File: config.mk
export PLATFORM = sky130hd
export DESIGN_NAME = led_count_sequencer
export DESIGN_NICKNAME = d
export VERILOG_FILES = /design/src/rtl/led_count_sequencer.sv
export SDC_FILE = /design/constraint.sdc
export NUM_CORES = 1
export LEC_CHECK = 0
export ABC_AREA = 1
export CELL_PAD_IN_SITES_DETAIL_PLACEMENT = 1
export CELL_PAD_IN_SITES_GLOBAL_PLACEMENT = 1
export CORE_MARGIN = 1.5
export CORE_UTILIZATION = 35
export DETAILED_ROUTE_END_ITERATION = 8
export PLACE_DENSITY = 0.61
export SYNTH_ARGS = -nofsm -noshare
export SYNTH_HDL_FRONTEND = slang
export SYNTH_SLANG_ARGS = --single-unit
File: constraint.sdc
create_clock -name clk -period 4.3 [get_ports clk]
set_input_delay 0.645 -clock clk [delete_from_list [all_inputs] [get_ports clk]]
set_output_delay 0.645 -clock clk [all_outputs]
set_load 0.05 [all_outputs]
File: src/rtl/led_count_sequencer.sv
// -----------------------------------------------------------------------------
// led_count_sequencer
//
// Four-bit LED counter driven by three push buttons. Each raw button is
// synchronised, debounced and turned into a one-cycle press event. A small
// IDLE / RUN / PAUSE state machine uses those events to run the counter
// freely (one step every TICK_DIV clocks), to single-step it, or to clear it.
//
// Optional feature (compile-time macro LED_SEQ_UPDOWN_EN):
//   defined   - the counter ping-pongs 0..15..0 using a direction register
//   undefined - the counter always increments modulo 16
//
// Parameters
//   TICK_DIV      clk cycles per count step while running (>= 2)
//   DEBOUNCE_CYC  stable cycles required before a button level is accepted (>= 1)
//
// Ports
//   clk         in   system clock, rising edge
//   rst         in   asynchronous, active-high reset
//   btn_run_n   in   raw run/pause button, active-low, asynchronous
//   btn_step_n  in   raw single-step button, active-low, asynchronous
//   btn_clr_n   in   raw clear button, active-low, asynchronous
//   led         out  current count value (registered)
//   running     out  high while the state machine is in RUN (registered)
//   tick        out  one-cycle pulse marking a running count step (registered)
// -----------------------------------------------------------------------------
module led_count_sequencer #(
  parameter int TICK_DIV     = 12000000,
  parameter int DEBOUNCE_CYC = 120000
) (
  input  logic       clk,
  input  logic       rst,
  input  logic       btn_run_n,
  input  logic       btn_step_n,
  input  logic       btn_clr_n,
  output logic [3:0] led,
  output logic       running,
  output logic       tick
);

  // ---------------------------------------------------------------------------
  // Derived constants
  // ---------------------------------------------------------------------------
  localparam int PW = $clog2(TICK_DIV);
  localparam int DW = $clog2(DEBOUNCE_CYC + 1);

  localparam logic [PW-1:0] PRESC_LAST = PW'(TICK_DIV - 1);
  localparam logic [PW-1:0] PRESC_PRE  = PW'(TICK_DIV - 2);
  localparam logic [DW-1:0] DEB_LAST   = DW'(DEBOUNCE_CYC - 1);

  // Button indices inside the packed vectors below.
  localparam int BTN_RUN  = 0;
  localparam int BTN_STEP = 1;
  localparam int BTN_CLR  = 2;

  typedef enum logic [1:0] {
    ST_IDLE  = 2'd0,
    ST_RUN   = 2'd1,
    ST_PAUSE = 2'd2
  } state_t;

  // ---------------------------------------------------------------------------
  // Button front end: synchroniser, inversion, debounce, press detection
  // ---------------------------------------------------------------------------
  logic [2:0] sync_a_r;   // first synchroniser stage (raw polarity)
  logic [2:0] sync_b_r;   // second synchroniser stage (raw polarity)
  logic [2:0] btn_lvl_s;  // synchronised, active-high level
  logic [2:0] press_s;    // one-cycle press events
  logic [1:0] flush_r;    // counts synchroniser fill after reset
  logic       flushed_s;  // synchroniser now holds real post-reset samples

  // Two-flop synchroniser; reset value is the released (high) raw level.
  always_ff @(posedge clk or posedge rst) begin
    if (rst) begin
      sync_a_r <= 3'b111;
      sync_b_r <= 3'b111;
    end else begin
      sync_a_r <= {btn_clr_n, btn_step_n, btn_run_n};
      sync_b_r <= sync_a_r;
    end
  end

  assign btn_lvl_s = ~sync_b_r;

  // Track when the synchroniser output stops reflecting its reset value.
  always_ff @(posedge clk or posedge rst) begin
    if (rst) begin
      flush_r <= 2'd0;
    end else if (!flushed_s) begin
      flush_r <= flush_r + 2'd1;
    end else begin
      flush_r <= flush_r;
    end
  end

  assign flushed_s = (flush_r == 2'd2);

  for (genvar gi = 0; gi < 3; gi++) begin : g_btn
    logic [DW-1:0] cnt_r;    // consecutive cycles the level has disagreed
    logic          deb_r;    // debounced level, 1 = pressed
    logic          deb_d_r;  // debounced level one cycle earlier
    logic          armed_r;  // button has been seen released since reset

    // Debounce: accept a new level only after DEBOUNCE_CYC disagreeing cycles.
    always_ff @(posedge clk or posedge rst) begin
      if (rst) begin
        cnt_r <= {DW{1'b0}};
        deb_r <= 1'b0;
      end else if (btn_lvl_s[gi] != deb_r) begin
        if (cnt_r == DEB_LAST) begin
          cnt_r <= {DW{1'b0}};
          deb_r <= btn_lvl_s[gi];
        end else begin
          cnt_r <= cnt_r + DW'(1);
          deb_r <= deb_r;
        end
      end else begin
        cnt_r <= {DW{1'b0}};
        deb_r <= deb_r;
      end
    end

    // Edge history and arming. A button held through reset never looked
    // released, so its eventual debounced rise must not count as a press;
    // it arms only once a genuine released sample has been observed.
    always_ff @(posedge clk or posedge rst) begin
      if (rst) begin
        deb_d_r <= 1'b0;
        armed_r <= 1'b0;
      end else begin
        deb_d_r <= deb_r;
        if (flushed_s && !btn_lvl_s[gi]) begin
          armed_r <= 1'b1;
        end else begin
          armed_r <= armed_r;
        end
      end
    end

    assign press_s[gi] = deb_r & ~deb_d_r & armed_r;
  end

  logic ev_run_s;
  logic ev_step_s;
  logic ev_clr_s;

  assign ev_run_s  = press_s[BTN_RUN];
  assign ev_step_s = press_s[BTN_STEP];
  assign ev_clr_s  = press_s[BTN_CLR];

  // ---------------------------------------------------------------------------
  // Counter arithmetic
  // ---------------------------------------------------------------------------
  state_t        state_r;
  state_t        state_nx_s;
  logic [3:0]    led_r;
  logic          running_r;
  logic          tick_r;
  logic [PW-1:0] presc_r;
  logic          do_adv_s;
  logic          do_clr_s;
  logic [3:0]    adv_led_s;

`ifdef LED_SEQ_UPDOWN_EN
  logic dir_up_r;
  logic adv_up_s;

  // Ping-pong step: returns {next direction_up, next count}.
  function automatic logic [4:0] advance_f(input logic [3:0] cur, input logic up);
    logic [4:0] res;
    if (up) begin
      if (cur == 4'hF) begin
        res = {1'b0, 4'hE};
      end else begin
        res = {1'b1, cur + 4'h1};
      end
    end else begin
      if (cur == 4'h0) begin
        res = {1'b1, 4'h1};
      end else begin
        res = {1'b0, cur - 4'h1};
      end
    end
    return res;
  endfunction

  // Next count and direction if an advance is taken this cycle.
  always_comb begin
    {adv_up_s, adv_led_s} = advance_f(led_r, dir_up_r);
  end

  // Direction register: cleared back to up by clear, flipped by advances.
  always_ff @(posedge clk or posedge rst) begin
    if (rst) begin
      dir_up_r <= 1'b1;
    end else if (do_clr_s) begin
      dir_up_r <= 1'b1;
    end else if (do_adv_s) begin
      dir_up_r <= adv_up_s;
    end else begin
      dir_up_r <= dir_up_r;
    end
  end
`else
  // Plain modulo-16 increment if an advance is taken this cycle.
  always_comb begin
    adv_led_s = led_r + 4'h1;
  end
`endif

  // ---------------------------------------------------------------------------
  // Event decode: priority clr > run > step, lower events dropped
  // ---------------------------------------------------------------------------
  // Decide next state and whether the count advances or clears this cycle.
  always_comb begin
    state_nx_s = state_r;
    do_adv_s   = 1'b0;
    do_clr_s   = 1'b0;
    case (state_r)
      ST_IDLE: begin
        if (ev_clr_s) begin
          do_clr_s = 1'b1;
        end else if (ev_run_s) begin
          state_nx_s = ST_RUN;
        end else if (ev_step_s) begin
          do_adv_s   = 1'b1;
          state_nx_s = ST_PAUSE;
        end else begin
          state_nx_s = ST_IDLE;
        end
      end
      ST_RUN: begin
        if (ev_clr_s) begin
          // Clear wins over a coincident tick: no advance.
          do_clr_s   = 1'b1;
          state_nx_s = ST_IDLE;
        end else if (ev_run_s) begin
          // A tick landing on the pause press still counts.
          do_adv_s   = tick_r;
          state_nx_s = ST_PAUSE;
        end else begin
          do_adv_s   = tick_r;
          state_nx_s = ST_RUN;
        end
      end
      ST_PAUSE: begin
        if (ev_clr_s) begin
          do_clr_s   = 1'b1;
          state_nx_s = ST_IDLE;
        end else if (ev_run_s) begin
          state_nx_s = ST_RUN;
        end else if (ev_step_s) begin
          do_adv_s   = 1'b1;
          state_nx_s = ST_PAUSE;
        end else begin
          state_nx_s = ST_PAUSE;
        end
      end
      default: begin
        state_nx_s = ST_IDLE;
      end
    endcase
  end

  // ---------------------------------------------------------------------------
  // State machine with registered outputs and prescaler
  // ---------------------------------------------------------------------------
  // State, count, running flag and tick. The tick flag is registered one
  // cycle ahead so that it is high exactly while the prescaler sits at
  // TICK_DIV-1; the prescaler only runs while staying in RUN.
  always_ff @(posedge clk or posedge rst) begin
    if (rst) begin
      state_r   <= ST_IDLE;
      led_r     <= 4'h0;
      running_r <= 1'b0;
      tick_r    <= 1'b0;
      presc_r   <= {PW{1'b0}};
    end else begin
      state_r   <= state_nx_s;
      running_r <= (state_nx_s == ST_RUN);

      if (do_clr_s) begin
        led_r <= 4'h0;
      end else if (do_adv_s) begin
        led_r <= adv_led_s;
      end else begin
        led_r <= led_r;
      end

      if ((state_r == ST_RUN) && (state_nx_s == ST_RUN)) begin
        if (presc_r == PRESC_LAST) begin
          presc_r <= {PW{1'b0}};
        end else begin
          presc_r <= presc_r + PW'(1);
        end
        tick_r <= (presc_r == PRESC_PRE);
      end else begin
        presc_r <= {PW{1'b0}};
        tick_r  <= 1'b0;
      end
    end
  end

  assign led     = led_r;
  assign running = running_r;
  assign tick    = tick_r;

endmodule

## Word-level counts from Yosys, hierarchy flattened

Cells that the tools add are included.

- Bits in registers: 100
- Bits of input ports: 5
- Output and inout port bits: 6

- Add/sub/neg operators: 6
- Eq/ne operators: 12
- Multiplexer cells: 26
- Bitwise operators: 10
- Reduce and logical (&&, ||, !) cells: 14

Operators with widths:

| kind | number |
|---|---|
| 17-bit 2-to-1 mux | 6 |
| 17-bit by 1-bit adder with 17-bit output, second input constant | 3 |
| 17-bit == test, second input constant | 3 |
| 24-bit == test, second input constant | 2 |
| 24-bit 2-to-1 mux | 2 |
| 24-bit by 1-bit adder with 24-bit output, second input constant | 1 |
| 2-bit 2-to-1 mux | 7 |
| 4-bit 2-to-1 mux | 2 |
| 1-bit 2-to-1 mux | 7 |
| 1-bit bitwise AND | 6 |
| 2-bit case mux with 3 select lines | 1 |
| 2-bit AND reduction | 3 |
| 4-bit by 1-bit adder with 4-bit output, second input constant | 1 |
| 2-bit by 1-bit == test with 1-bit output, second input constant | 2 |
| 2-bit == test, second input constant | 2 |
| 1-bit logical AND | 4 |
| 1-bit zero test | 3 |
| 1-bit inequality test | 3 |
| 1-bit inverter | 3 |
| 3-bit inverter | 1 |
| 3-bit OR reduction | 1 |
| 2-bit by 1-bit adder with 2-bit output, second input constant | 1 |
| 2-bit zero test | 1 |
| 1-bit case mux with 2 select lines | 1 |
| 2 further kinds | 2 |

## Logic depth before layout (Yosys ltp)

- Depth in word-level cells: 10
- Mapped depth: 9
- Gate-level depth less buffers: 9

## Least setup slack after synthesis

OpenSTA, ideal clock, no wires.

- Path kind: register to register
- Start point: register g_btn[0].cnt_r[0]
- End point: register g_btn[0].cnt_r[16]
- Library setup time: 117 ps
- Arrival time: 1246 ps
- Required time: 4183 ps
- Setup slack: 2937 ps
- Stages on the path, launching flop included: 9
- Path buffers: 0
- Cells stage by stage: dfrtp_1 > ha_1 > inv_1 > nor2_1 > nand2_1 > nor2_1 > nand3_1 > nor2_1 > nor2_1

- Longest elaborated chain between the ends: 3
- Elaborated cells between the ends (all ways): 4
- Classes of those cells: 1 x add/sub; 1 x eq/ne; 2 x mux

Ends and longest elaborated chain:

| element | RTL line | text |
|---|---|---|
| start, declared | 99 | `logic [DW-1:0] cnt_r;` |
| start signal, assigned | 107 | `cnt_r <= {DW{1'b0}};` |
| start signal, assigned | 111 | `cnt_r <= {DW{1'b0}};` |
| start signal, assigned | 114 | `cnt_r <= cnt_r + DW'(1);` |
| 17-bit by 1-bit adder with 17-bit output / 17-bit == test (equally long branches) | 114, 110 |  |
| 17-bit 2-to-1 mux * | 110 | `if (cnt_r == DEB_LAST) begin` |
| 17-bit 2-to-1 mux * | 109 | `end else if (btn_lvl_s[gi] != deb_r) begin` |

Mark *: on every way between the ends. The rest lies on a longest branch, timed or not.
A chain may end at the register's enable or synchronous reset.

## Final worst setup path

- Start point: register led_r[0] (netlist: led[0])
- End point: output port led[0]

RTL lines:

| element | RTL line | text |
|---|---|---|
| start, declared | 156 | `logic [3:0] led_r;` |
| start signal, assigned | 285 | `led_r <= adv_led_s;` |
| start signal, assigned | 287 | `led_r <= led_r;` |
| end, declared | 36 | `output logic [3:0] led,` |

No word-level cell between the ends.

==> flow_metrics.env <==
export IMPL_utilization_pct=40.3
export IMPL_final_common_cell="nand2_1"
export IMPL_htree_levels=3
export IMPL_placed_area_mm2=0.00553
export IMPL_path_depth=1
export IMPL_drive_gt1_share_pct=6.38
export IMPL_hold_viol=0
export IMPL_io_buffer_count=10
export IMPL_slowest_stage="clkdlybuf4s50_1"
export IMPL_grt_pass1_vias=4527
export IMPL_crit_path_cell_trace="clkdlybuf4s50_1"
export IMPL_postCtsHoldBufs=0
export IMPL_die_area_mm2=0.0156
export IMPL_die_y_um=125
export IMPL_synth_nets=676
export IMPL_syn_inst=664
export IMPL_initial_core_util_pct=35.8
export IMPL_r2r_start="g_btn[2].deb_r"
export IMPL_p_per_area_mw_per_mm2=327
export IMPL_status="completed"
export IMPL_crit_end="led[0]"
export IMPL_clockBufferDepth=2
export IMPL_dp_hpwl_um=9270
export IMPL_yosysSeqAreaShare_pct=48.3
export IMPL_dp_cells=858
export IMPL_cts_resized=0
export IMPL_max_freq_ghz=0.446
export IMPL_setup_ws_ns=2.06
export IMPL_yosysWarnings=0
export IMPL_area_growth_pct=12.7
export IMPL_antenna_found_initial=0
export IMPL_synthDistinctLibCells=31
export IMPL_ys_ff_latch=100
export IMPL_first_iter_violations=166
export IMPL_cts_tree="done"
export IMPL_fin_crit_ns=2.24
export IMPL_tightest_slew_ns=1.01
export IMPL_antenna_left=0
export IMPL_drc_errors=0
export IMPL_pre_cts_ws_ns=2.12
export IMPL_end_kind="output port"
export IMPL_r2r_end="presc_r[21]"
export IMPL_nNetsFinal=697
export IMPL_rsz0062_at_grt="no"
export IMPL_die_w_um=125
export IMPL_max_slew_margin_pct=32.9
export IMPL_clkSinkCount=100
export IMPL_viasPerCell=4.87
export IMPL_leakagePower_nw=2.38
export IMPL_ir_worst_vdd_uv=199
export IMPL_startpoint="led[0]"
export IMPL_diodes=0
export IMPL_finalSetupViolations=0
export IMPL_hp_class="flop to flop"
export IMPL_r2r_slack_ns=2.54
export IMPL_fin_area_mm2=0.00586
export IMPL_gp_congestion=0.800
export IMPL_cp_max_fo=5
export IMPL_worstSetupPathType="flop to output port"
export IMPL_routedWlPerCell_um=14.2
export IMPL_std_cell_rows=44
export IMPL_grt_max_degree=82
export IMPL_globalRouteTotalUtil_pct=17.4
export IMPL_coreArea_mm2=0.0145
export IMPL_boundaryPins=11
export IMPL_root_buffer="clkbuf_16"
export IMPL_arrival_ns=1.60
export IMPL_register_area_mm2=0.00251
export IMPL_cp_required_ns=3.65
export IMPL_slew_violations=0
export IMPL_finalCritPeriodShare_pct=52.1
export IMPL_multiInputGateArea_mm2=0.00246
export IMPL_netlist_area_mm2=0.00520
export IMPL_cp_slowest_stage_delay_ns=0.83
export IMPL_final_cell_mix="167 x nand2_1, 158 x nor2_1, 94 x dfrtp_1, 56 x inv_1, 46 x nand3_1"
export IMPL_path_clk_slew_ns=0.07
export IMPL_fillCellCount=1813
export IMPL_cts_inserted_buffers=9
export IMPL_grt_first_pass_wirelength_um=21900
export IMPL_cp_top_family="buffers and inverters"
export IMPL_rr_worst_depth=7
export IMPL_fin_cells=874
export IMPL_finClkSkew_ns=0.00671
export IMPL_clk_latency_ns=0.35
export IMPL_drtPass1Iterations=4
export IMPL_overflow=0
export IMPL_cap_violations=0
export IMPL_crit_buf_inv=1
export IMPL_syn_avg_cell_area_um2=7.83
export IMPL_startpoint_type="flop"
export IMPL_drt_total_wl_um=12400
export IMPL_vias=4254
export IMPL_tns_ns=0
export IMPL_cts_setup_buffers=0
per-layer routing:
layer | GRT usage, % | up-vias | wire [um]
li1 | - | 2138 | -
met1 | 22.8 | 2074 | 5980
met2 | 29.1 | 31 | 5970
met3 | 4.51 | 11 | 350
met4 | 4.01 | 0 | 133
met5 | 0 | - | 0
cells by family (layout without fill, tap and decap cells):
group           Yosys count  after routing  share of synthesized area (%)
fa+ha+maj                 7              7                           1.68
xor+xnor                 37             37                           6.38
buf+inv                  59             85                           4.43
simple gates            430            430                           35.8
flops                   100            100                           48.3
compound gates           31             31                           3.39
synthesized netlist by cell type, drive strengths merged:
| cell | n | area [um2] |
|---|---|---|
| dfstp | 6 | 158 |
| dfrtp | 94 | 2350 |
| o22ai | 1 | 6.26 |
| a21oi | 8 | 40.0 |
| and2 | 4 | 25.0 |
| nand3 | 50 | 270 |
| ha | 7 | 87.6 |
| nor3b | 4 | 30.0 |
| nor2 | 165 | 657 |
| inv | 57 | 214 |
| nor2b | 1 | 6.26 |
| nand4 | 11 | 68.8 |
| buf | 2 | 16.3 |
| o21bai | 4 | 30.0 |
| xor2 | 17 | 149 |
| nand2 | 173 | 664 |
| nand3b | 6 | 45.0 |
| nor3 | 15 | 90.1 |
| xnor2 | 20 | 183 |
| a21o | 2 | 15.0 |
| o211ai | 2 | 15.0 |
| o21ai | 14 | 70.1 |
| and3 | 1 | 6.26 |
stage by stage:
step,hold slack (ns),total power [mW]
3_5_place_dp,0.347,1.03
4_1_cts,0.364,1.95
5_1_grt,0.366,1.99
2_1_floorplan,0.345,1.01
6_report,0.361,1.92
3_3_place_gp,0.347,1.03
where the power goes:
group,internal [mW],switching (mW)
clock,0.544,0.361
combinational,0.0142,0.0366
sequential,0.952,0.00883
flip-flops by register name, indices dropped and copies added (netlist names), 2 cells and up:
name,count
presc_r,24
g_btn.deb_d_r,3
sync_b_r,3
led,4
flush_r,2
state_r,2
g_btn.deb_r,3
sync_a_r,3
g_btn.cnt_r,51
g_btn.armed_r,3
worst min path at each step:
stage,start,depth (start not counted),to,slack (ns)
2_1_floorplan,sync_a_r[0],0,sync_b_r[0],0.35
5_1_grt,sync_a_r[2],0,sync_b_r[2],0.37
3_3_place_gp,sync_a_r[2],0,sync_b_r[2],0.35
6_report,sync_a_r[2],0,sync_b_r[2],0.36
3_5_place_dp,sync_a_r[0],0,sync_b_r[0],0.35
4_1_cts,sync_a_r[2],0,sync_b_r[2],0.36
worst register-to-register path: stages (launching register included):
cell,delay [ns]
dfrtp_1,0.40
nand2_1,0.09
nor2_1,0.18
nor2_1,0.10
nand2_1,0.35
inv_1,0.13
nand2_2,0.31
nor2_1,0.09
cell type report:
type	count	area share, %
Tap cell	184	3.93
Timing Repair Buffer	12	1.96
Clock buffer	13	4.44
Sequential cell	100	42.8
Clock inverter	3	1.17
Inverter	57	3.69
Multi-Input combinational cell	505	42.0
(Power assumes the default switching activity.)
